==> src/rtl/uart_matmul_sequencer.sv <==
// Host-link sequencer between a byte UART and a matrix-multiply core.
// A session is a sync byte, then E bytes of A and E bytes of B, written
// straight into the core's operand buffers. The core is then started, and
// once it completes, the E results are streamed back MSB byte first.
// Inter-byte silence while loading, or a framing error, aborts to IDLE.
module uart_matmul_sequencer #(
  parameter int         N         = 4,
  parameter int         RES_W     = 24,
  parameter int         ADDR_W    = 4,
  parameter logic [7:0] SYNC_BYTE = 8'hA5,
  parameter int         TIMEOUT   = 1000000
) (
  input  logic              clk,
  input  logic              reset_n,
  input  logic [7:0]        rx_data,
  input  logic              rx_done,
  input  logic              rx_error,
  output logic              tx_start,
  output logic [7:0]        tx_data,
  input  logic              tx_busy,
  input  logic              tx_done,
  output logic              mem_we,
  output logic              mem_sel,
  output logic [ADDR_W-1:0] mem_addr,
  output logic [7:0]        mem_wdata,
  input  logic [RES_W-1:0]  res_rdata,
  output logic              mm_start,
  input  logic              mm_done,
  output logic              busy,
  output logic              err
);

  localparam int E         = N * N;
  localparam int RES_BYTES = RES_W / 8;
  localparam int BCNT_W    = (RES_BYTES > 1) ? $clog2(RES_BYTES) : 1;
  localparam int TMO_W     = (TIMEOUT > 1) ? $clog2(TIMEOUT + 1) : 1;

  localparam logic [ADDR_W-1:0] IDX_LAST  = ADDR_W'(E - 1);
  localparam logic [BCNT_W-1:0] BCNT_LAST = BCNT_W'(RES_BYTES - 1);
  localparam logic [TMO_W-1:0]  TMO_LAST  = TMO_W'(TIMEOUT - 1);

  // RD_LAT is the cycle in which the buffer's registered read data arrives;
  // it is captured at the end of that cycle.
  typedef enum logic [3:0] {
    IDLE,
    LOAD_A,
    LOAD_B,
    START,
    WAIT_MM,
    RD_RES,
    RD_LAT,
    TX_REQ,
    TX_WAIT
  } state_t;

  state_t              state_q, state_nxt;
  logic [ADDR_W-1:0]   idx_q, idx_nxt;
  logic [BCNT_W-1:0]   bcnt_q, bcnt_nxt;
  logic [TMO_W-1:0]    tmo_q, tmo_nxt;
  logic [RES_W-1:0]    shift_q;
  logic                shift_ld;
  logic                shift_sh;

  // idx is both the operand write address and the result read address.
  assign mem_addr = idx_q;
  assign busy     = (state_q != IDLE);

  // Control registers: state, element index, byte counter, inter-byte timer.
  always_ff @(posedge clk or negedge reset_n) begin
    if (!reset_n) begin
      state_q <= IDLE;
      idx_q   <= '0;
      bcnt_q  <= '0;
      tmo_q   <= '0;
    end else begin
      state_q <= state_nxt;
      idx_q   <= idx_nxt;
      bcnt_q  <= bcnt_nxt;
      tmo_q   <= tmo_nxt;
    end
  end

  // Result shift register: loaded from the core, shifted one byte per sent byte.
  always_ff @(posedge clk) begin
    if (shift_ld) begin
      shift_q <= res_rdata;
    end else if (shift_sh) begin
      shift_q <= shift_q << 8;
    end
  end

  // Next-state and output decode.
  always_comb begin
    state_nxt = state_q;
    idx_nxt   = idx_q;
    bcnt_nxt  = bcnt_q;
    tmo_nxt   = '0;
    shift_ld  = 1'b0;
    shift_sh  = 1'b0;
    mem_we    = 1'b0;
    mem_sel   = 1'b0;
    mem_wdata = 8'h00;
    mm_start  = 1'b0;
    tx_start  = 1'b0;
    tx_data   = 8'h00;
    err       = 1'b0;

    case (state_q)
      IDLE: begin
        if (rx_done && (rx_data == SYNC_BYTE)) begin
          state_nxt = LOAD_A;
          idx_nxt   = '0;
        end
      end

      LOAD_A, LOAD_B: begin
        mem_sel = (state_q == LOAD_B);
        // A framing error outranks a byte; a byte outranks the timeout.
        if (rx_error) begin
          err       = 1'b1;
          state_nxt = IDLE;
          idx_nxt   = '0;
        end else if (rx_done) begin
          mem_we    = 1'b1;
          mem_wdata = rx_data;
          if (idx_q == IDX_LAST) begin
            idx_nxt   = '0;
            state_nxt = (state_q == LOAD_A) ? LOAD_B : START;
          end else begin
            idx_nxt = idx_q + 1'b1;
          end
        end else if (tmo_q == TMO_LAST) begin
          err       = 1'b1;
          state_nxt = IDLE;
          idx_nxt   = '0;
        end else begin
          tmo_nxt = tmo_q + 1'b1;
        end
      end

      START: begin
        mm_start  = 1'b1;
        state_nxt = WAIT_MM;
      end

      WAIT_MM: begin
        if (mm_done) begin
          state_nxt = RD_RES;
          idx_nxt   = '0;
        end
      end

      RD_RES: begin
        state_nxt = RD_LAT;
      end

      RD_LAT: begin
        shift_ld  = 1'b1;
        bcnt_nxt  = '0;
        state_nxt = TX_REQ;
      end

      TX_REQ: begin
        tx_data = shift_q[RES_W-1 -: 8];
        if (!tx_busy) begin
          tx_start  = 1'b1;
          state_nxt = TX_WAIT;
        end
      end

      TX_WAIT: begin
        tx_data = shift_q[RES_W-1 -: 8];
        if (tx_done) begin
          if (bcnt_q != BCNT_LAST) begin
            shift_sh  = 1'b1;
            bcnt_nxt  = bcnt_q + 1'b1;
            state_nxt = TX_REQ;
          end else if (idx_q != IDX_LAST) begin
            idx_nxt   = idx_q + 1'b1;
            state_nxt = RD_RES;
          end else begin
            idx_nxt   = '0;
            state_nxt = IDLE;
          end
        end
      end

      default: begin
        state_nxt = IDLE;
        idx_nxt   = '0;
      end
    endcase
  end

endmodule

==> config.mk <==
export PLATFORM = sky130hd
export DESIGN_NAME = uart_matmul_sequencer
export DESIGN_NICKNAME = d
export VERILOG_FILES = /design/src/rtl/uart_matmul_sequencer.sv
export SDC_FILE = /design/constraint.sdc
export NUM_CORES = 1
export LEC_CHECK = 0
export CORE_MARGIN = 3
export CORE_UTILIZATION = 51
export DETAILED_ROUTE_END_ITERATION = 10
export PLACE_DENSITY = 0.9
export SLEW_MARGIN = 15
export SYNTH_ARGS = -nofsm -noshare
export SYNTH_HDL_FRONTEND = slang
export SYNTH_SLANG_ARGS = --single-unit
==> constraint.sdc <==
create_clock -name clk -period 2.6 [get_ports clk]
set_input_delay 0.52 -clock clk [delete_from_list [all_inputs] [get_ports clk]]
set_output_delay 0.52 -clock clk [all_outputs]
set_load 0.02 [all_outputs]
==> run metrics, run 1 <==
status=completed; DRT Pass-1 Iters=4; total gr overflow=0; largest net degree at the start of global routing=31; setup slack after layout=about 110 ps; Placer Congestion=0.815; Setup crit start kind=flop; initial antenna violation count=0; met3 Track Usage GR=between 5 and 6%; R2R setup slack=approximately 340 ps; Ys Warns=0; met2 Track Usage GR=~37%; Die ar.=roughly 6700 um^2; Final Cell Area=~3900 um^2; Layout Nets=a little under 400; WHS Path Cells=1; Core Box Area=5340 um^2; Avg Synthesized Cell Area=11.1 um^2; final hold viol count=0; # rows=26; Gate Count Post-Synth=265; Area after DPL=3800 um^2; critical path fanouts, max=2; clock sink count=54; Slew Limit Headroom=between 60% and 70%; R2R cell count=7; Clock Skews=roughly 15 ps; CTS tree=built; Arr. time, crit path=between 1500 and 2000 ps; Setup TNS=0 ps; drt wl/cell=16.0 um; setup violators final=0; Diodes inserted=0; reg-to-reg startpoint=state_q[2]$_DFFE_PN0P_; Iteration-0 DRC Markers=between 100 and 150; Cell Pwr Density=approximately 730 nW/um^2; Area Overhead vs Synth=32.1%; Final Util=between 70% and 80%; Port Buffer Count=64; busiest grt layer=met2; Req. time, crit path=2080 ps; vias in the first global route=~2,300; Starting Density=54.9%; clock latency on the worst-skew pair=310 ps; dpl hpwl=a little under 5 mm; Unique masters post-synth=54; Synth async-reset ratio=55.6%; CTS Buf Count=5; Worst Min Path Start=bcnt_q[0]$_DFFE_PN0P_; Hold EP=bcnt_q[0]$_DFFE_PN0P_; die span in y=between 80 and 90 um; Seq cells post-synth=54; DR DRC count=0; worst slew pin tran=about 560 ps; Critical Path Sink Type=output pin; CP Class=flop to output pin; area of the mapped netlist=2930 um^2; part of the Yosys area used for sequential elements=around 50%; Slew Viols, Final=0; RSZ-0062 raised after global routing=false; Leak Pwr=around 0.0016 uW; Fill cells=about 390; root buffer cell=clkbuf_8; vias=about 2,300; Hold Path Class=flop to flop; CTS Buffer Depth=2; share of cells above drive strength 1=14.4%; All-Layer GR Usage=between 20% and 30%; io pins=between 60 and 70; number of routed nets with antenna violations=0; Mapped Nets=307; H-tree depth=2; Max Cap Viol=0; total power=2830 uW; fmax=around 400 MHz; RR Endpoint=mem_addr[2]$_DFFE_PN0P_; clock period minus worst slack=between 2000 and 2500 ps; number of vias per cell=5.48; first-pass GRT wire length=around 11 mm; width of the die=between 80 and 90 um; routed wire length=a little under 7 mm; ys flop type=dfrtp_1; GR Layer Usage met1=roughly a quarter; Final Cycle Share=between 90% and 100%; Post-synth EDFFs=24; dpl ws=-75.6 ps; Reg clk slew, reported paths=100 ps; maximum VDD drop=about 0.37 mV
## worst max path at each step
stage                     depth (start not counted)                  endpoint              startpoint  slack [ps]
final                                             7                       err      tmo_q[1]$_DFF_PN0_         110
after global routing                              7                       err      tmo_q[0]$_DFF_PN0_          20
after CTS                                         7                       err      tmo_q[1]$_DFF_PN0_          90
after detailed placement                          5              mem_wdata[7]                 rx_done         -80
after global placement                            5              mem_wdata[5]                 rx_done         -40
after floorplan                                   4  shift_q[0]$_SDFFCE_PN0P_  state_q[0]$_DFFE_PN0P_         350
## state kept, by name (all words and copies together), names as in the netlist
register	flops
state_q	4
mem_addr	4
shift_q	24
bcnt_q	2
tmo_q	20
## Yosys cell counts (2+ instances only)
| master | number | area share (%) |
|---|---|---|
| mux2_1 | 12 | 4.6 |
| and2_1 | 17 | 3.6 |
| nor4_1 | 4 | 0.85 |
| dfrtp_1 | 30 | 26 |
| xnor2_1 | 11 | 3.3 |
| nand3_1 | 12 | 2.0 |
| nand2_1 | 7 | 0.90 |
| buf_1 | 2 | 0.26 |
| nor2b_1 | 5 | 1.1 |
| mux2_2 | 5 | 1.9 |
| buf_4 | 3 | 0.77 |
| o21ai_0 | 4 | 0.68 |
| a21oi_1 | 4 | 0.68 |
| nand4_1 | 6 | 1.3 |
| ha_1 | 3 | 1.3 |
| edfxtp_1 | 24 | 25 |
| and3_1 | 16 | 3.4 |
| nor3_1 | 6 | 1.0 |
| or4b_4 | 2 | 0.94 |
| xor2_1 | 7 | 2.1 |
| o22ai_1 | 2 | 0.43 |
| inv_1 | 10 | 1.3 |
| buf_2 | 2 | 0.34 |
| nor2_1 | 34 | 4.4 |
| nand4bb_1 | 3 | 1.2 |
| clkbuf_1 | 3 | 0.38 |
| nor3b_1 | 2 | 0.51 |
| mux2i_1 | 3 | 1.0 |
## layout make-up
cell class                 count  area (um^2)  area share, %
clock buffer                   5         68.8           1.78
clock inverter                 3         11.3          0.291
inverter                      10         37.5          0.969
multi-input combinational    191         1370           35.5
sequential                    54         1470           38.0
tap                           70         87.6           2.26
timing repair buffer          90          822           21.2
## placed cells by master, fill, tap and decap left out, types with 2 or more instances in the layout
cell and n:
clkdlybuf4s50_1 46, nor2_1 34, dfrtp_1 30, buf_4 25
edfxtp_1 24, and2_1 17, dlygate4sd2_1 17, and3_1 16
nand3_1 12, mux2_1 12, xnor2_1 11, inv_1 10
xor2_1 7, nand2_1 6, nand4_1 6, nor3_1 6
nor2b_1 5, mux2_2 5, clkbuf_8 5, nor4_1 4
o21ai_0 4, a21oi_1 4, nand4bb_1 3, mux2i_1 3
ha_1 3, clkinv_1 3, or4b_4 2, nor3b_1 2
o22ai_1 2
## metrics by stage
| step | hold WS [ps] | instances |
|---|---|---|
| floorplan | 224 | 265 |
| finish | 512 | 423 |
| global placement | 459 | 413 |
| global route | 560 | 423 |
| detailed placement | 500 | 413 |
| CTS | 512 | 423 |
## where the power goes
part / internal [uW] / leakage [uW] / switching (uW) / total [uW]
clock network: 181 / 0.0000407 / 258 / 439
registers: 1080 / 0.000641 / 44.7 / 1120
logic: 597 / 0.000953 / 675 / 1270
total: 1860 / 0.00164 / 977 / 2830
## critical path, stage by stage (launching register included)
cell	delay (ps)
dfrtp_1	360
ha_1	170
nand3_1	100
or4_4	540
nor3_1	200
nor2_1	60
nor2_1	70
buf_2	160
## cells by family after synthesis
kind of cell	Yosys count	share of synthesized area (%)
XOR/XNOR	18	5.38
AND/OR/NAND/NOR	125	24.9
flip-flops	54	50.2
buffers and inverters	20	3.03
multiplexers	21	8.07
AO/OA/AOI/OAI	24	7.17
adder cells (fa/ha/maj)	3	1.28
## per-layer routing
metal,share of wire [%],up-vias
met2,52,70
li1,-,1128
met4,1.1,0
met3,6.1,10
met5,0,-
met1,41,1111
## timing repair
action,CTS,global route
hold buffers,0,0
setup endpoints to repair,18,0
setup buffers,2,0
resized for setup,22,0
Note: power is estimated with default switching activity, not from simulation.
==> run 2, diff against run 1 <==
--- a/config.mk
+++ b/config.mk
@@ -6,9 +6,9 @@
 export NUM_CORES = 1
 export LEC_CHECK = 0
 export CORE_MARGIN = 3
-export CORE_UTILIZATION = 51
+export CORE_UTILIZATION = 24
 export DETAILED_ROUTE_END_ITERATION = 10
-export PLACE_DENSITY = 0.9
+export PLACE_DENSITY = 0.53
 export SLEW_MARGIN = 15
 export SYNTH_ARGS = -nofsm -noshare
 export SYNTH_HDL_FRONTEND = slang
==> run 2 against run 1 <==
  * Sequential power about the same
  * Hold slack got worse by 29 ps
  * Register-to-register slack got worse by 190 ps
  * Design area increased by 6.5%
  * Maximum frequency decreased by 1.7%
  * Global-route usage decreased by 10 points
  * Die area increased by 100%
  * Sequential share of layout area decreased by 2.3 points
  * Critical path depth decreased by 2
  * Clock skew decreased by 10 ps
  * Critical path type is now input port to output pin
==> run metrics, run 2 (synthesis results as in run 1) <==
most frequent cells in the layout=clkdlybuf4s50_1 (45), nor2_1 (33), buf_4 (31); Arr. time, crit path=2010 ps (+40 ps); CTS tree=built; Gate power share=41.2% (-3.7 points); initial antenna violation count=0 (unchanged); biggest regs=shift_q (24), tmo_q (20); setup bufs post-CTS=0 (-2); number of routed nets with antenna violations=0 (unchanged); Hold Path Class=flop to flop; total gr overflow=0 (unchanged); clock network power share=23.9% (+8.4 points); CP Class=input port to output pin; Seq pwr share=34.9% (-4.7 points); H-tree depth=2 (unchanged); die span in y=117 um (+42%); CTS Buffer Depth=2 (unchanged); largest net degree at the start of global routing=31 (unchanged); status=completed; vias=2,294 (-1.1%); # rows=39 (+50%); Area Overhead vs Synth=40.7%; Largest register FFs=24 (unchanged); commonest non-fill, non-tap cell in the layout=clkdlybuf4s50_1; Req. time, crit path=2080 ps (about the same); Worst Min Path Start=bcnt_q[0]$_DFFE_PN0P_; # hold bufs at CTS=0 (unchanged); maximum VDD drop=0.327 mV (-11%); critical path fanouts, max=10 (+8); worst slew pin tran=504 ps (-59.8 ps); DR DRC count=0 (unchanged); internal power=2170 uW (+17%); Slew Limit Headroom=66.2% (+4.1 points); Area after DPL=3970 um^2 (+4.4%); Port Buffer Count=64 (unchanged); width of the die=117 um (+42%); Placer Congestion=0.777 (-4.7%); Leak Pwr=0.00172 uW (+5.0%); final hold viol count=0 (unchanged); io pins=65 (unchanged); Setup crit start kind=input port; fmax=395 MHz (-1.7%); root buffer cell=clkbuf_16; drt wl/cell=14.1 um (-11%); DRT Pass-1 Iters=4 (unchanged); reg-to-reg startpoint=tmo_q[0]$_DFF_PN0_; Core Box Area=11,700 um^2 (+120%); Critical Path Sink Type=output pin; RSZ-0062 raised after global routing=false; dpl cells=494 (+20%); clock latency on the worst-skew pair=300 ps (about the same); Die ar.=13,600 um^2 (+100%); Starting Density=25.1% (-30 points); dpl hpwl=5.29 mm (+7.1%); final cell count without fillers=502 (+19%); Clock Skews=4.60 ps (-10.5 ps); Cell Pwr Density=780 nW/um^2 (+6.6%); Iteration-0 DRC Markers=107 (+2.9%); All-Layer GR Usage=10.9% (-10 points); Reg clk slew, reported paths=70 ps (-30 ps); worst setup path start=rx_done; Max Cap Viol=0 (unchanged); Final Cycle Share=97.3% (+1.7 points); clock period minus worst slack=2530 ps (+44.3 ps); first-pass GRT wire length=11.7 mm (+10%); Hold Slack=483 ps (-28.7 ps); share of cells above drive strength 1=17.3% (+2.8 points); routed wire length=7.10 mm (+5.0%); Net Sw Frac=32.4% (-2.1 points); Final Util=35.4% (-37 points); number of vias per cell=4.57 (-17%); Layout Nets=400 (+1.5%); Final Cell Area=4120 um^2 (+6.5%); Slew Viols, Final=0 (unchanged); switching power total=1040 uW (+6.7%); CTS Buf Count=5 (unchanged); Top reg by flops=shift_q; vias in the first global route=2,346 (+3.2%); Diodes inserted=0 (unchanged); setup violators final=0 (unchanged); clock sink count=54 (unchanged)
## run 2: cell count changes in the layout (fill, tap and decap cells not counted), moves of 2 or more
cell	change
buf_4	+6
clkbuf_16	+5
clkbuf_8	-5
clkinv_1	-3
clkinvlp_4	+2
## run 2: power groups by stage
stage          Clock, uW  Combinational, uW  Sequential, uW
6_report             768               1330            1120
5_1_grt              816               1460            1140
4_1_cts              783               1340            1120
3_5_place_dp           0               1370            1140
3_3_place_gp           0               1350            1140
2_1_floorplan          0                778            1140
## run 2: final timing paths
| path | end | slack [ps] | depth (start not counted) |
|---|---|---|---|
| max in group asynchronous | mem_addr[0]$_DFFE_PN0P_ | 1690 | 2 |
| worst min-delay path | bcnt_q[0]$_DFFE_PN0P_ | 480 | 1 |
| worst max register to register | mem_addr[2]$_DFFE_PN0P_ | 150 | 8 |
| worst max-delay path | mem_we | 70 | 5 |
| worst min register to register | bcnt_q[0]$_DFFE_PN0P_ | 480 | 1 |
| min in group asynchronous | tmo_q[0]$_DFF_PN0_ | 610 | 2 |
## run 2: cell type report
type / count / area, um^2
Timing Repair Buffer: 96 / 885
Fill cell: 1148 / 7540
Clock inverter: 3 / 45.0
Multi-Input combinational cell: 191 / 1380
Inverter: 10 / 37.5
Tap cell: 143 / 179
Clock buffer: 5 / 125
Sequential cell: 54 / 1470
## run 2: routing by layer
metal / share of wire (%) / track usage (%)
met4: 1.6 / 3.71
met5: 0 / 0
met3: 4.6 / 2.54
met2: 47 / 17.3
met1: 47 / 14.7
## run 2: repair_timing
| item | CTS | global route |
|---|---|---|
| resized for setup | 21 | 4 |
| endpoints found under the setup margin | 18 | 2 |
| hold endpoints to repair | 0 | 0 |
## run 2: critical path, cell delays in order
cell	delay (ps)
clkdlybuf4s50_1	470
nor4b_2	210
buf_4	210
and2_1	240
dlygate4sd2_1	360
## run 2: metrics by stage
| stage | power [uW] | TNS [ps] | setup slack, ps |
|---|---|---|---|
| 2_1_floorplan | 1920 | 0 | 354 |
| 3_3_place_gp | 2490 | -1290 | -221 |
| 3_5_place_dp | 2510 | -1100 | -194 |
| 4_1_cts | 3250 | 0 | 56.7 |
| 5_1_grt | 3420 | 0 | 3.63 |
| 6_report | 3220 | 0 | 70.2 |
